$ cat src/rtl/iterative_mul_div_pkg.sv
// Shared types and helpers for the iterative multiply/divide unit.
// Holds the operation codes, the FSM state encoding and the counter-width helper.
package iterative_mul_div_pkg;

    typedef enum logic [2:0] {
        MDU_NONE  = 3'd0,
        MDU_MULT  = 3'd1,
        MDU_MULTU = 3'd2,
        MDU_DIV   = 3'd3,
        MDU_DIVU  = 3'd4,
        MDU_MTHI  = 3'd5,
        MDU_MTLO  = 3'd6
    } mdu_code_e;

    typedef enum logic [1:0] {
        ST_IDLE  = 2'd0,
        ST_CALC  = 2'd1,
        ST_FIXUP = 2'd2
    } mdu_state_e;

    // Bits needed to count 0..value-1, never less than one.
    function automatic int get_min_width(input int value);
        int width;
        width = 1;
        while ((1 << width) < value) width++;
        return width;
    endfunction

endpackage

$ cat src/rtl/iterative_mul_div_step.sv
// One combinational iteration: shift-add for multiply (LSB first) or restoring
// subtract for divide (MSB first) on a 2*BitWidth accumulator.
module iterative_mul_div_step #(
    parameter int BitWidth = 32
) (
    input  logic                    is_div,
    input  logic [2*BitWidth-1:0]   acc_in,
    input  logic [BitWidth-1:0]     operand,
    output logic [2*BitWidth-1:0]   acc_out
);

    logic [BitWidth:0]   partial;
    logic [BitWidth-1:0] trial;
    logic                fits;

    // The divide remainder is always below the divisor, so the low BitWidth
    // bits of the trial subtraction are exact whenever it fits.
    always_comb begin
        partial = '0;
        trial   = '0;
        fits    = 1'b0;
        acc_out = acc_in;
        if (is_div) begin
            partial = acc_in[2*BitWidth-1:BitWidth-1];
            trial   = partial[BitWidth-1:0] - operand;
            fits    = partial >= {1'b0, operand};
            acc_out = {(fits ? trial : partial[BitWidth-1:0]), acc_in[BitWidth-2:0], fits};
        end else begin
            partial = {1'b0, acc_in[2*BitWidth-1:BitWidth]}
                    + (acc_in[0] ? {1'b0, operand} : {(BitWidth+1){1'b0}});
            acc_out = {partial, acc_in[BitWidth-1:1]};
        end
    end

endmodule

$ cat src/rtl/iterative_mul_div.sv
// Multi-cycle MULT/MULTU/DIV/DIVU unit with architectural HI/LO registers.
// Operates on magnitudes for N = BitWidth/BitsPerCycle cycles, then applies signs in FIXUP.
module iterative_mul_div
    import iterative_mul_div_pkg::*;
#(
    parameter int BitWidth     = 32,
    parameter int BitsPerCycle = 1
) (
    input  logic                clk,
    input  logic                reset,
    input  logic                start,
    input  mdu_code_e           control,
    input  logic [BitWidth-1:0] a,
    input  logic [BitWidth-1:0] b,
    output logic                busy,
    output logic                done,
    output logic [BitWidth-1:0] hi,
    output logic [BitWidth-1:0] lo,
    output logic                div_zero
);

    localparam int Steps      = BitWidth / BitsPerCycle;
    localparam int CountWidth = get_min_width(Steps);

    mdu_state_e state, state_next;

    logic [CountWidth-1:0]  count;
    logic [2*BitWidth-1:0]  acc;
    logic [BitWidth-1:0]    operand;
    logic                   op_div, neg_quo, neg_rem, b_zero;

    logic                   is_muldiv, is_div, is_signed, sign_a, sign_b;
    logic [BitWidth-1:0]    mag_a, mag_b, quo, rem, quo_fixed, rem_fixed;
    logic [2*BitWidth-1:0]  prod_fixed;
    logic [2*BitWidth-1:0]  chain [BitsPerCycle+1];

    always_comb begin
        is_div    = (control == MDU_DIV) || (control == MDU_DIVU);
        is_muldiv = is_div || (control == MDU_MULT) || (control == MDU_MULTU);
        is_signed = (control == MDU_MULT) || (control == MDU_DIV);
        sign_a    = is_signed & a[BitWidth-1];
        sign_b    = is_signed & b[BitWidth-1];
        mag_a     = sign_a ? -a : a;
        mag_b     = sign_b ? -b : b;
    end

    assign chain[0] = acc;
    for (genvar i = 0; i < BitsPerCycle; i++) begin : g_step
        iterative_mul_div_step #(.BitWidth(BitWidth)) u_step (
            .is_div  (op_div),
            .acc_in  (chain[i]),
            .operand (operand),
            .acc_out (chain[i+1])
        );
    end

    // A zero divisor forces the all-ones quotient regardless of signs.
    always_comb begin
        quo        = acc[BitWidth-1:0];
        rem        = acc[2*BitWidth-1:BitWidth];
        quo_fixed  = b_zero ? '1 : (neg_quo ? -quo : quo);
        rem_fixed  = neg_rem ? -rem : rem;
        prod_fixed = neg_quo ? -acc : acc;
    end

    always_ff @(posedge clk or posedge reset) begin
        if (reset) state <= ST_IDLE;
        else       state <= state_next;
    end

    always_comb begin
        state_next = state;
        case (state)
            ST_IDLE:  if (start && is_muldiv) state_next = ST_CALC;
            ST_CALC:  if (count == '0) state_next = ST_FIXUP;
            ST_FIXUP: state_next = ST_IDLE;
            default:  state_next = ST_IDLE;
        endcase
    end

    assign busy = (state != ST_IDLE);

    always_ff @(posedge clk or posedge reset) begin
        if (reset) begin
            acc      <= '0;
            operand  <= '0;
            op_div   <= 1'b0;
            neg_quo  <= 1'b0;
            neg_rem  <= 1'b0;
            b_zero   <= 1'b0;
            count    <= '0;
            hi       <= '0;
            lo       <= '0;
            done     <= 1'b0;
            div_zero <= 1'b0;
        end else begin
            done <= 1'b0;
            case (state)
                ST_IDLE: begin
                    if (start && is_muldiv) begin
                        op_div  <= is_div;
                        neg_quo <= sign_a ^ sign_b;
                        neg_rem <= sign_a;
                        b_zero  <= (b == '0);
                        count   <= CountWidth'(Steps - 1);
                        acc     <= {{BitWidth{1'b0}}, (is_div ? mag_a : mag_b)};
                        operand <= is_div ? mag_b : mag_a;
                    end else if (start && control == MDU_MTHI) begin
                        hi <= a;
                    end else if (start && control == MDU_MTLO) begin
                        lo <= a;
                    end
                end
                ST_CALC: begin
                    acc   <= chain[BitsPerCycle];
                    count <= count - CountWidth'(1);
                end
                ST_FIXUP: begin
                    done     <= 1'b1;
                    div_zero <= op_div & b_zero;
                    if (op_div) begin
                        hi <= rem_fixed;
                        lo <= quo_fixed;
                    end else begin
                        {hi, lo} <= prod_fixed;
                    end
                end
                default: ;
            endcase
        end
    end

endmodule

$ cat config.mk
export PLATFORM = sky130hd
export DESIGN_NAME = iterative_mul_div
export DESIGN_NICKNAME = d
export VERILOG_FILES = /design/src/rtl/iterative_mul_div_pkg.sv /design/src/rtl/iterative_mul_div_step.sv /design/src/rtl/iterative_mul_div.sv
export SDC_FILE = /design/constraint.sdc
export NUM_CORES = 1
export LEC_CHECK = 0
export CAP_MARGIN = 20
export CELL_PAD_IN_SITES_DETAIL_PLACEMENT = 0
export CELL_PAD_IN_SITES_GLOBAL_PLACEMENT = 1
export CORE_ASPECT_RATIO = 0.5
export CORE_MARGIN = 2
export CORE_UTILIZATION = 44
export CTS_CLUSTER_DIAMETER = 100
export CTS_CLUSTER_SIZE = 8
export DETAILED_ROUTE_END_ITERATION = 8
export GPL_ROUTABILITY_DRIVEN = 0
export GPL_TIMING_DRIVEN = 0
export PLACE_DENSITY_LB_ADDON = 0.1
export SYNTH_ARGS = -nofsm -noshare
export SYNTH_HDL_FRONTEND = slang
export SYNTH_SLANG_ARGS = --single-unit
$ cat constraint.sdc
create_clock -name clk -period 6.45 [get_ports clk]
set_input_delay 1.29 -clock clk [delete_from_list [all_inputs] [get_ports clk]]
set_output_delay 1.29 -clock clk [all_outputs]
set_load 0.03 [all_outputs]
==> summary.md <==
| Metric | Value |
|---|---|
| FF-to-FF path depth | `14` |
| WP depth | `14` |
| Pre-CTS WS | `1.41 ns` |
| Worst Tran Pin Value | `1.18 ns` |
| Input/output buffers | `135` |
| Final wirelength | `61700 µm` |
| Total track usage | `0.347` |
| Pleak | `7.06 nW` |
| CTS Root Cell | `clkbuf_16` |
| Peak VDD IR | `325 µV` |
| Area grow syn2layout | `17.4%` |
| Finished Layout Cells | `2481` |
| Register bit total from synthesis | `173` |
| Clock tree buffer depth | `2` |
| FILL cells | `3340` |
| Gate Count Post-Synth | `1872` |
| Hold WC Path Type | `reg2reg` |
| Max-cap viol count | `0` |
| Syn Std Cell Area | `0.0147 mm²` |
| Syn nets | `2014` |
| Layout Utilization | `0.523` |
| Number of flops mapped to enable cells by yosys | `0` |
| Hold Worst Slack | `0.493 ns` |
| Die X | `262 µm` |
| Core area | `0.0330 mm²` |
| Setup bufs post-CTS | `0` |
| Cell-by-cell trace of the critical path | `inv_1, buf_1, nor2_1, ha_1, o211ai_1, a21oi_1, o22ai_1, o31ai_1, nand2_1, a32oi_1, nand3_1, o31a_1, o21ai_0, o311a_1` |
| Final setup violation count | `0` |
| Final period utilization | `0.826` |
| Int Pwr | `4.97 mW` |
| Critical Path Max Stage Delay | `0.71 ns` |
| Ys Warns | `0` |
| Most common library cell in the layout ignoring fill and taps | `nand2_1` |
| Outcome | `finished clean` |
| Synth Flop Type | `dfrtp_1` |
| Hold path cells | `2` |
| Commonest non-fill, non-tap cells in the layout | `nand2_1, nor2_1, dfrtp_1` |
| CTS sink count | `173` |
| Inserted Clock Buffers | `17` |
| Top delay family on crit path | `compound AO/OA/AOI/OAI gates` |
| Max Slew Vio Count | `0` |
| Layout cell share with drive strength beyond 1 | `0.0279` |
| Number of cells upsized or downsized after cts | `0` |
| WP buf/inv | `2` |
| First-pass GRT wire length | `91000 µm` |
| DRC violations left | `0` |
| # nets final | `2169` |
| Power share of the sequential group | `0.205` |
| Setup ws final | `1.13 ns` |
| Initial DRT Pass Iterations | `9` |
| DP Cell Count | `2449` |
| # hold bufs at CTS | `0` |
| Area of the die | `0.0350 mm²` |
| Routed WL per cell | `24.9 µm` |
| FP Rows | `47` |
| Detailed-route via count | `15500` |
| Tmin final | `5.32 ns` |
| Final Skew | `0.0134 ns` |
| Switching pwr | `5.66 mW` |
| Global route overflow | `0` |
| IO Pins | `137` |
| Critical path capture point type | `flip-flop` |
| Final setup TNS | `0 ns` |
| Final Instance Area | `0.0173 mm²` |
| H-tree levels | `4` |
| Die height | `133 µm` |
| Crit path DAT | `5.73 ns` |
| Count of cell types in the netlist | `74` |
| Starting Density | `0.446` |
| CP Data Required Time | `6.86 ns` |
| Drt first-iter violations | `1935` |
| Crit path launch type | `flip-flop` |
| Final Power | `10.6 mW` |
| Sw Share | `0.532` |
| Drt via density | `6.24` |
| Antenna-violating nets left | `0` |
| Slew HR | `0.215` |
| Largest net degree at the start of global routing | `114` |
| Hpwl dp | `48600 µm` |
| Clock latency on the worst-skew pair | `0.48 ns` |
| RSZ-0062 raised after global routing | `no` |
| Fin. Hold Viols | `0` |
| Max Clk Rate | `188 MHz` |
| Critical path class | `reg2reg` |
| Vias in the first global route | `14300` |
| Worst Path Max Fanout | `10` |
| Register area share after synthesis | `0.294` |
| Diode count | `0` |
| Syn avg cell area | `7.85 µm²` |
| Worst-path clk slew | `0.08 ns` |
| Initial antenna violation count | `4` |
| PD cells | `616 mW/mm²` |
| Async SR Flop Fraction | `1.00` |
| Critical-path top delay cell | `buf_1` |
| Clock power share | `0.104` |
| TritonCTS clock tree | `yes` |
| Area after DPL | `0.0166 mm²` |
| Combinational power share | `0.691` |
final timing paths:
path | startpoint | end | slack (ns)
worst max-delay path | acc[0]$_DFFE_PP0P_ | acc[63]$_DFFE_PP0P_ | 1.13
worst min-delay path | hi[20]$_DFFE_PP0P_ | hi[20]$_DFFE_PP0P_ | 0.49
worst max register to register | acc[0]$_DFFE_PP0P_ | acc[63]$_DFFE_PP0P_ | 1.13
worst min register to register | hi[20]$_DFFE_PP0P_ | hi[20]$_DFFE_PP0P_ | 0.49
max in group asynchronous | reset | operand[24]$_DFFE_PP0P_ | 4.23
min in group asynchronous | reset | lo[17]$_DFFE_PP0P_ | 1.21
tightest hold or removal path, stage by stage, from the launching register on:
cell     delay [ns]
dfrtp_1        0.35
nand2_1        0.05
o31ai_1        0.06
flip-flops by register name, summed over array words and instances, names as in the netlist:
signal / cells
acc: 64
b_zero: 1
count: 5
div_zero: 1
done: 1
hi: 32
lo: 32
neg_quo: 1
neg_rem: 1
op_div: 1
operand: 32
state: 2
metal layers:
metal	GRT usage	wire (µm)	vias to the layer above	part of all wire
met2	0.511	26000	687	0.42
met3	0.0860	5810	95	0.094
li1	-	-	7066	-
met4	0.0833	1280	0	0.021
met5	0	0	-	0
met1	0.509	28600	7630	0.46
synthesized netlist by cell type (53+ instances only):
cell type / n / share of area
nand2_1: 210 / 0.054
nor2_1: 174 / 0.044
dfrtp_1: 173 / 0.29
o21ai_0: 169 / 0.058
a21oi_1: 158 / 0.054
clkbuf_1: 98 / 0.025
xnor2_1: 91 / 0.054
inv_1: 77 / 0.020
xor2_1: 76 / 0.045
ha_1: 70 / 0.060
o211ai_1: 57 / 0.029
mux2i_1: 53 / 0.036
power groups by stage:
stage | Clock (mW) | Combinational [mW] | Sequential [mW]
6_report | 1.11 | 7.34 | 2.17
5_1_grt | 1.15 | 7.96 | 2.22
4_1_cts | 1.11 | 7.19 | 2.16
3_5_place_dp | 0 | 7.15 | 2.18
3_3_place_gp | 0 | 7.10 | 2.17
2_1_floorplan | 0 | 4.82 | 2.28
final cells by class:
class,instances,area [µm²],area share
clock inverter,15,189,0.0110
buffer,118,463,0.0268
multi-input combinational,1503,9620,0.557
inverter,78,300,0.0174
tap,441,552,0.0320
timing repair buffer,136,1380,0.0799
clock buffer,17,425,0.0247
sequential,173,4330,0.251
kinds of logic (layout without fill, tap and decap cells):
kind of cell / count (synthesis) / in the layout / synth area share
xor+xnor: 167 / 167 / 0.0995
mux: 55 / 55 / 0.0376
buf+inv: 196 / 364 / 0.0514
fa+ha+maj: 72 / 72 / 0.0623
simple gates: 587 / 587 / 0.184
flops: 173 / 173 / 0.294
compound gates: 622 / 622 / 0.271
(Power assumes the default switching activity.)
